### config.mk
export PLATFORM = sky130hd
export DESIGN_NAME = patch_scan_ctrl
export DESIGN_NICKNAME = d
export VERILOG_FILES = /design/src/rtl/patch_scan_ctrl_pkg.sv /design/src/rtl/patch_scan_ctrl_div.sv /design/src/rtl/patch_scan_ctrl.sv
export SDC_FILE = /design/constraint.sdc
export NUM_CORES = 1
export LEC_CHECK = 0
export ABC_AREA = 1
export CAP_MARGIN = 20
export CORE_ASPECT_RATIO = 1.5
export CORE_MARGIN = 4
export CORE_UTILIZATION = 40
export CTS_CLUSTER_SIZE = 25
export DETAILED_ROUTE_END_ITERATION = 10
export GPL_TIMING_DRIVEN = 0
export PLACE_DENSITY = 0.65
export SLEW_MARGIN = 25
export SYNTH_ARGS = -nofsm -noshare
export SYNTH_HDL_FRONTEND = slang
export SYNTH_HIERARCHICAL = 1
export SYNTH_SLANG_ARGS = --single-unit
export TNS_END_PERCENT = 10
### constraint.sdc
create_clock -name clk -period 4.54 [get_ports clk]
set_clock_uncertainty 0.15 [all_clocks]
set_input_delay 0.681 -clock clk [delete_from_list [all_inputs] [get_ports clk]]
set_output_delay 0.681 -clock clk [all_outputs]
set_load 0.01 [all_outputs]
### src/rtl/patch_scan_ctrl_pkg.sv
// Shared types and constants for the patch scan sequencer.
// Legal (patch, stride) pairs live in one lookup table.
package patch_scan_ctrl_pkg;

  localparam int CNT_W    = 6;
  localparam int PIPE_LAT = 3;

  typedef enum logic [2:0] {
    S_IDLE, S_CALC_X, S_CALC_Y, S_SCAN, S_DRAIN, S_DONE, S_ERR
  } state_t;

  // Indexed by patch size; each bit set marks a legal stride for that patch.
  localparam logic [7:0][7:0] LEGAL_CFG = {
    8'hFE, 8'h00, 8'h3E, 8'h00, 8'h0E, 8'h00, 8'h00, 8'h00
  };

  function automatic logic cfg_legal(input logic [2:0] p, input logic [2:0] s);
    return LEGAL_CFG[p][s];
  endfunction

endpackage

### src/rtl/patch_scan_ctrl_div.sv
// Sequential divider: one subtraction per clock, so a quotient q takes q+1 clocks.
// o_done pulses for one clock and o_quot stays valid until the next start.
module seq_sub_div
  import patch_scan_ctrl_pkg::*;
(
  input  logic             clk,
  input  logic             rst,
  input  logic             i_start,
  input  logic [CNT_W-1:0] i_dividend,
  input  logic [2:0]       i_divisor,
  output logic             o_done,
  output logic [CNT_W-1:0] o_quot
);

  logic [CNT_W-1:0] r_rem;
  logic [CNT_W-1:0] r_quot;
  logic [2:0]       r_div;
  logic             r_busy;
  logic             r_done;

  always_ff @(posedge clk) begin
    if (rst) begin
      r_rem  <= '0;
      r_quot <= '0;
      r_div  <= '0;
      r_busy <= 1'b0;
      r_done <= 1'b0;
    end else begin
      r_done <= 1'b0;
      if (i_start) begin
        r_rem  <= i_dividend;
        r_quot <= '0;
        r_div  <= i_divisor;
        r_busy <= 1'b1;
      end else if (r_busy) begin
        if (r_rem >= {{(CNT_W-3){1'b0}}, r_div}) begin
          r_rem  <= r_rem - {{(CNT_W-3){1'b0}}, r_div};
          r_quot <= r_quot + 1'b1;
        end else begin
          r_busy <= 1'b0;
          r_done <= 1'b1;
        end
      end
    end
  end

  assign o_done = r_done;
  assign o_quot = r_quot;

endmodule

### src/rtl/patch_scan_ctrl.sv
// Patch scan sequencer: computes patch counts per axis, then sweeps x per row group
// and emits x index/valid aligned to the downstream generator's pipeline latency.
module patch_scan_ctrl
  import patch_scan_ctrl_pkg::*;
#(
  parameter int WIDTH  = 28,
  parameter int HEIGHT = 28,
  parameter int LANES  = 8
) (
  input  logic             clk,
  input  logic             rst,
  input  logic             i_start,
  input  logic [2:0]       i_patch_size,
  input  logic [2:0]       i_stride,
  input  logic             i_done_in,
  output logic [CNT_W-1:0] o_cycle_counts,
  output logic             o_en,
  output logic [CNT_W-1:0] o_x_idx,
  output logic [CNT_W-1:0] o_x_idx_al,
  output logic             o_x_valid_al,
  output logic             o_busy,
  output logic             o_frame_done,
  output logic             o_cfg_err
);

  state_t r_state, w_next;

  logic [2:0]       r_p, r_s;
  logic [CNT_W-1:0] r_bx, r_ny, r_cc, r_x;
  logic [1:0]       r_dcnt;

  logic             w_legal, w_div_start, w_div_done, w_last_x, w_en;
  logic [CNT_W-1:0] w_dividend, w_quot, w_axis_cnt, w_ny;
  logic [2:0]       w_divisor;

  logic [PIPE_LAT-1:0][CNT_W-1:0] r_x_pipe;
  logic [PIPE_LAT-1:0]            r_vld_pipe;

  assign w_legal    = cfg_legal(i_patch_size, i_stride);
  assign w_last_x   = (r_x == r_bx - 1'b1);
  assign w_axis_cnt = w_quot + 1'b1;
  assign w_ny       = CNT_W'((7'(w_axis_cnt) + 7'(LANES - 1)) / 7'(LANES));

  // The divider runs X straight from the inputs in IDLE, then Y from the latched patch.
  assign w_div_start = ((r_state == S_IDLE) && i_start && w_legal) ||
                       ((r_state == S_CALC_X) && w_div_done);
  assign w_dividend  = (r_state == S_IDLE) ? CNT_W'(WIDTH)  - CNT_W'(i_patch_size)
                                           : CNT_W'(HEIGHT) - CNT_W'(r_p);
  assign w_divisor   = (r_state == S_IDLE) ? i_stride : r_s;

  seq_sub_div u_div (
    .clk        (clk),
    .rst        (rst),
    .i_start    (w_div_start),
    .i_dividend (w_dividend),
    .i_divisor  (w_divisor),
    .o_done     (w_div_done),
    .o_quot     (w_quot)
  );

  always_ff @(posedge clk) begin
    if (rst) r_state <= S_IDLE;
    else     r_state <= w_next;
  end

  always_comb begin
    w_next = r_state;
    case (r_state)
      S_IDLE:   if (i_start) w_next = w_legal ? S_CALC_X : S_ERR;
      S_CALC_X: if (w_div_done) w_next = S_CALC_Y;
      S_CALC_Y: if (w_div_done) w_next = S_SCAN;
      S_SCAN:   if (w_last_x && ((r_cc == r_ny) || i_done_in)) w_next = S_DRAIN;
      S_DRAIN:  if (r_dcnt == 2'(PIPE_LAT - 1)) w_next = S_DONE;
      S_DONE:   w_next = S_IDLE;
      S_ERR:    w_next = S_IDLE;
      default:  w_next = S_IDLE;
    endcase
  end

  // A rejected config only pulses cfg_err; it never counts as busy.
  always_comb begin
    w_en         = (r_state == S_SCAN);
    o_busy       = (r_state != S_IDLE) && (r_state != S_ERR);
    o_frame_done = (r_state == S_DONE);
    o_cfg_err    = (r_state == S_ERR);
  end

  always_ff @(posedge clk) begin
    if (rst) begin
      r_p    <= '0;
      r_s    <= '0;
      r_bx   <= '0;
      r_ny   <= '0;
      r_cc   <= '0;
      r_x    <= '0;
      r_dcnt <= '0;
    end else begin
      case (r_state)
        S_IDLE: if (i_start && w_legal) begin
          r_p <= i_patch_size;
          r_s <= i_stride;
        end
        S_CALC_X: if (w_div_done) r_bx <= w_axis_cnt;
        S_CALC_Y: if (w_div_done) begin
          r_ny <= w_ny;
          r_cc <= CNT_W'(1);
          r_x  <= '0;
        end
        S_SCAN: begin
          r_dcnt <= '0;
          if (w_last_x) begin
            if ((r_cc != r_ny) && !i_done_in) begin
              r_x  <= '0;
              r_cc <= r_cc + 1'b1;
            end
          end else begin
            r_x <= r_x + 1'b1;
          end
        end
        S_DRAIN: r_dcnt <= r_dcnt + 1'b1;
        default: ;
      endcase
    end
  end

  always_ff @(posedge clk) begin
    if (rst) begin
      r_x_pipe   <= '0;
      r_vld_pipe <= '0;
    end else begin
      r_x_pipe   <= {r_x_pipe[PIPE_LAT-2:0], r_x};
      r_vld_pipe <= {r_vld_pipe[PIPE_LAT-2:0], w_en};
    end
  end

  assign o_en           = w_en;
  assign o_cycle_counts = r_cc;
  assign o_x_idx        = r_x;
  assign o_x_idx_al     = r_x_pipe[PIPE_LAT-1];
  assign o_x_valid_al   = r_vld_pipe[PIPE_LAT-1];

endmodule

==> run_summary.xml <==
<?xml version="1.0" encoding="UTF-8"?>
<metrics>
  <group name="run_status">
    <metric name="run_status" unit="">completed</metric>
  </group>
  <group name="timing">
    <metric name="setup_repair_after_global_routing_missed_its_margin" unit="">false</metric>
    <metric name="report.final.hold_viol_count" unit="">0</metric>
    <metric name="timing.fmax" unit="MHz">374.6</metric>
    <metric name="final_number_of_max_transition_violations" unit="">0</metric>
    <metric name="final-setup-viol-count" unit="">0</metric>
    <metric name="transition_time_at_the_pin_with_the_least_slew_margin" unit="ps">586.3</metric>
    <metric name="min_period" unit="ps">2669</metric>
    <metric name="setup_total_negative_slack" unit="ps">0</metric>
    <metric name="timing.final.crit_share" unit="%">58.80</metric>
    <metric name="finalWorstSetupSlack" unit="ps">1871</metric>
    <metric name="fin_hold_ws" unit="ps">252.5</metric>
    <metric name="slew-limit-headroom" unit="%">60.91</metric>
  </group>
  <group name="layout">
    <metric name="layout.nets" unit="">597</metric>
    <metric name="insertedDiodeCount" unit="">0</metric>
    <metric name="layout-drive-gt1-share" unit="%">8.606</metric>
    <metric name="layout_common_cells" unit="">104 x sky130_fd_sc_hd__nand2_1, 80 x sky130_fd_sc_hd__inv_1, 71 x sky130_fd_sc_hd__dfxtp_1</metric>
    <metric name="area_growth_syn_to_layout" unit="%">21.34</metric>
    <metric name="layout_commonest_cell" unit="">sky130_fd_sc_hd__nand2_1</metric>
    <metric name="fillerInstances" unit="">917</metric>
  </group>
  <group name="setup_path">
    <metric name="worst-endpoint-required" unit="ps">4640</metric>
    <metric name="crit_arrival" unit="ps">2760</metric>
    <metric name="worstPathMaxFanout" unit="">10</metric>
    <metric name="setup.worst_path.start_class" unit="">input port</metric>
    <metric name="worst_setup_path_end_kind" unit="">flip-flop</metric>
    <metric name="criticalPathCategory" unit="">in2reg</metric>
  </group>
  <group name="min_path">
    <metric name="worst_hold_path_type" unit="">reg2reg</metric>
  </group>
  <group name="global_routing">
    <metric name="grt.busiest_layer" unit="">met2</metric>
    <metric name="globalRouteOverflowTotal" unit="">0</metric>
    <metric name="grtUsageMet3" unit="%">4.674</metric>
    <metric name="grt_start_max_net_pins" unit="">15</metric>
    <metric name="wire_length_of_the_first_global_routing_pass" unit="µm">14540</metric>
    <metric name="grt_pass1_vias" unit="">3325</metric>
    <metric name="gr-usage-all-layers" unit="%">16.50</metric>
    <metric name="global_route.usage.met2" unit="%">29.85</metric>
    <metric name="antenna_found_initial" unit="">0</metric>
    <metric name="grt.met1_usage" unit="%">17.52</metric>
  </group>
  <group name="yosys">
    <metric name="post_synth_num_cell_types" unit="">37</metric>
    <metric name="synthFlopType" unit="">sky130_fd_sc_hd__dfxtp_1</metric>
    <metric name="yosys_warn_count" unit="">6</metric>
    <metric name="netlist_area_before_placement" unit="µm²">3687</metric>
    <metric name="synthesized_instance_count" unit="">533</metric>
    <metric name="synth_nets" unit="">554</metric>
    <metric name="synth.top_cells.by_area" unit="">sky130_fd_sc_hd__dfxtp_1 39%, sky130_fd_sc_hd__nand2_1 11%, sky130_fd_sc_hd__inv_1 8.1%</metric>
    <metric name="synth_seq_area_share" unit="%">38.55</metric>
    <metric name="synthDominantAreaCellType" unit="">sky130_fd_sc_hd__dfxtp_1</metric>
    <metric name="number_of_enable_flip_flop_cells_after_synthesis" unit="">0</metric>
    <metric name="avgSynthCellArea" unit="µm²">6.918</metric>
    <metric name="netlist.area_leader.share" unit="%">38.55</metric>
    <metric name="synth_seq_cells" unit="">71</metric>
    <metric name="async_set_or_reset_flop_fraction_in_the_synthesized_netlist" unit="%">0</metric>
  </group>
  <group name="floorplanning">
    <metric name="core-area" unit="µm²">8934</metric>
    <metric name="fp.dieH" unit="µm">125.6</metric>
    <metric name="ioPinCount" unit="">33</metric>
    <metric name="die_width" unit="µm">86.40</metric>
    <metric name="initial_core_util" unit="%">41.27</metric>
    <metric name="floorplan.die_area" unit="µm²">10850</metric>
    <metric name="row_count" unit="">42</metric>
  </group>
  <group name="run">
    <metric name="cap_violations" unit="">0</metric>
  </group>
  <group name="drt">
    <metric name="detailedRoute.firstIterationViolations" unit="">130</metric>
    <metric name="num_vias" unit="">3347</metric>
    <metric name="detail-route-antenna-nets" unit="">0</metric>
    <metric name="route.final.wire_length" unit="µm">8326</metric>
    <metric name="detail_route.drc_violations" unit="">0</metric>
    <metric name="avgRoutedWirePerCell" unit="µm">12.05</metric>
    <metric name="via_per_inst" unit="">4.844</metric>
    <metric name="drt_pass1_iterations" unit="">4</metric>
  </group>
  <group name="power">
    <metric name="intPower" unit="mW">1.310</metric>
    <metric name="clock_power_share" unit="%">40.5</metric>
    <metric name="p_seq_share" unit="%">35.9</metric>
    <metric name="power_leakage" unit="nW">1.869</metric>
    <metric name="power_per_cell_area" unit="nW/µm²">428.3</metric>
    <metric name="worst_ir_drop_vdd" unit="mV">0.2637</metric>
    <metric name="power_switching_share" unit="%">31.67</metric>
    <metric name="p_total" unit="mW">1.917</metric>
    <metric name="pwr-share-comb" unit="%">23.6</metric>
    <metric name="power.net_switching" unit="µW">607.0</metric>
  </group>
  <group name="placed_design">
    <metric name="port_buffers" unit="">32</metric>
    <metric name="dp_hpwl" unit="µm">6273</metric>
    <metric name="gp_congestion" unit="">0.8472</metric>
    <metric name="placement.setup.worst_slack" unit="ps">1520</metric>
  </group>
  <group name="clock_tree">
    <metric name="clk-insertion-delay-late" unit="ps">330</metric>
    <metric name="cts_num_sinks" unit="">71</metric>
    <metric name="path_clk_slew" unit="ps">60</metric>
    <metric name="postCtsSetupRepairBufs" unit="">0</metric>
    <metric name="tritoncts_clock_tree" unit="">done</metric>
    <metric name="numCtsBuffers" unit="">9</metric>
    <metric name="ctsHtreeMaxLevel" unit="">3</metric>
    <metric name="max-clock-path-buffers" unit="">2</metric>
    <metric name="cts_resized" unit="">0</metric>
    <metric name="cts-root-buf" unit="">sky130_fd_sc_hd__clkbuf_16</metric>
    <metric name="postCtsHoldBufs" unit="">0</metric>
  </group>
</metrics>
sequential cells by signal, indices dropped and copies added (netlist names), 2 cells and up:
name / flops
o_cycle_counts: 6
r_s: 3
r_x_pipe: 12
r_p: 3
u_div/r_rem: 6
r_ny: 4
r_dcnt: 2
r_state: 3
u_div/o_quot: 6
o_x_idx_al: 6
r_vld_pipe: 3
u_div/r_div: 3
o_x_idx: 6
r_bx: 6
Yosys cell counts, types with 2 or more instances:
| library cell | count |
|---|---|
| sky130_fd_sc_hd__nor2_1 | 67 |
| sky130_fd_sc_hd__nand2_1 | 104 |
| sky130_fd_sc_hd__nor3_1 | 7 |
| sky130_fd_sc_hd__xor2_1 | 12 |
| sky130_fd_sc_hd__inv_1 | 80 |
| sky130_fd_sc_hd__buf_4 | 6 |
| sky130_fd_sc_hd__or2_2 | 3 |
| sky130_fd_sc_hd__conb_1 | 2 |
| sky130_fd_sc_hd__nand2_4 | 2 |
| sky130_fd_sc_hd__dfxtp_1 | 71 |
| sky130_fd_sc_hd__o21ai_0 | 34 |
| sky130_fd_sc_hd__inv_2 | 6 |
| sky130_fd_sc_hd__o22ai_1 | 2 |
| sky130_fd_sc_hd__buf_2 | 3 |
| sky130_fd_sc_hd__nor2_4 | 2 |
| sky130_fd_sc_hd__nand2_2 | 3 |
| sky130_fd_sc_hd__nand3_1 | 43 |
| sky130_fd_sc_hd__buf_1 | 2 |
| sky130_fd_sc_hd__nand4_1 | 8 |
| sky130_fd_sc_hd__a21oi_1 | 39 |
| sky130_fd_sc_hd__ha_1 | 10 |
| sky130_fd_sc_hd__nor2_2 | 3 |
| sky130_fd_sc_hd__clkbuf_1 | 5 |
| sky130_fd_sc_hd__xnor2_1 | 6 |
power groups by stage:
stage	registers [mW]	logic (mW)	clock network (mW)
6_report	0.688	0.453	0.776
5_1_grt	0.693	0.525	0.826
4_1_cts	0.688	0.456	0.792
3_5_place_dp	0.701	0.451	0
3_3_place_gp	0.700	0.443	0
2_1_floorplan	0.694	0.339	0
critical path, stage by stage:
cell and delay, ps:
sky130_fd_sc_hd__clkdlybuf4s50_1 480, sky130_fd_sc_hd__inv_1 60, sky130_fd_sc_hd__o21ai_0 130, sky130_fd_sc_hd__nand2_1 90
sky130_fd_sc_hd__nand4_1 120, sky130_fd_sc_hd__buf_2 220, sky130_fd_sc_hd__nand2_1 90, sky130_fd_sc_hd__clkbuf_1 220
sky130_fd_sc_hd__nor2_1 280, sky130_fd_sc_hd__inv_1 150, sky130_fd_sc_hd__nor3_1 230
through the flow:
| step | util [%] | instances | cell area, µm² |
|---|---|---|---|
| 2_1_floorplan | - | 533 | 3687 |
| 3_3_place_gp | 46.40 | 675 | 4145 |
| 3_5_place_dp | 46.40 | 675 | 4145 |
| 4_1_cts | 50.08 | 691 | 4474 |
| 5_1_grt | 50.08 | 691 | 4474 |
| 6_report | 50.08 | 691 | 4474 |
routing by layer:
metal	share of wire (%)	vias up	wire length, µm
met1	41	1522	3439
met4	1.9	0	156
li1	-	1764	-
met2	54	45	4500
met3	2.8	16	229
met5	0	-	0
path summary, 6_finish.rpt:
check / depth (start not counted) / slack (ps) / start / to
setup reg to reg: 10 / 2250 / r_state[1] / u_div/o_done
hold / removal: 2 / 250 / r_vld_pipe[1] / r_vld_pipe[2]
setup / recovery: 11 / 1870 / i_stride[1] / u_div/o_done
hold reg to reg: 2 / 250 / r_vld_pipe[1] / r_vld_pipe[2]
logic make-up (layout without fill, tap and decap cells):
group | count (synthesis) | in the layout | share of synthesized area (%)
xor+xnor | 18 | 18 | 4.276
simple gates | 246 | 246 | 29.79
compound gates | 81 | 81 | 11.50
flops | 71 | 71 | 38.55
buf+inv | 104 | 152 | 11.74
fa+ha+maj | 11 | 11 | 3.936
other cells | 2 | 2 | 0.2037
cell type report:
cell class / count / area (µm²) / area share (%)
repair buffers: 32 / 320.3 / 7.159
flip-flops and latches: 71 / 1421 / 31.77
plain buffers: 17 / 101.3 / 2.265
inverters: 87 / 331.6 / 7.411
well taps: 110 / 137.6 / 3.076
multi-input cells: 358 / 1833 / 40.97
clock inverters: 7 / 103.9 / 2.321
clock buffers: 9 / 225.2 / 5.034
Note: power is estimated with default switching activity, not from simulation.
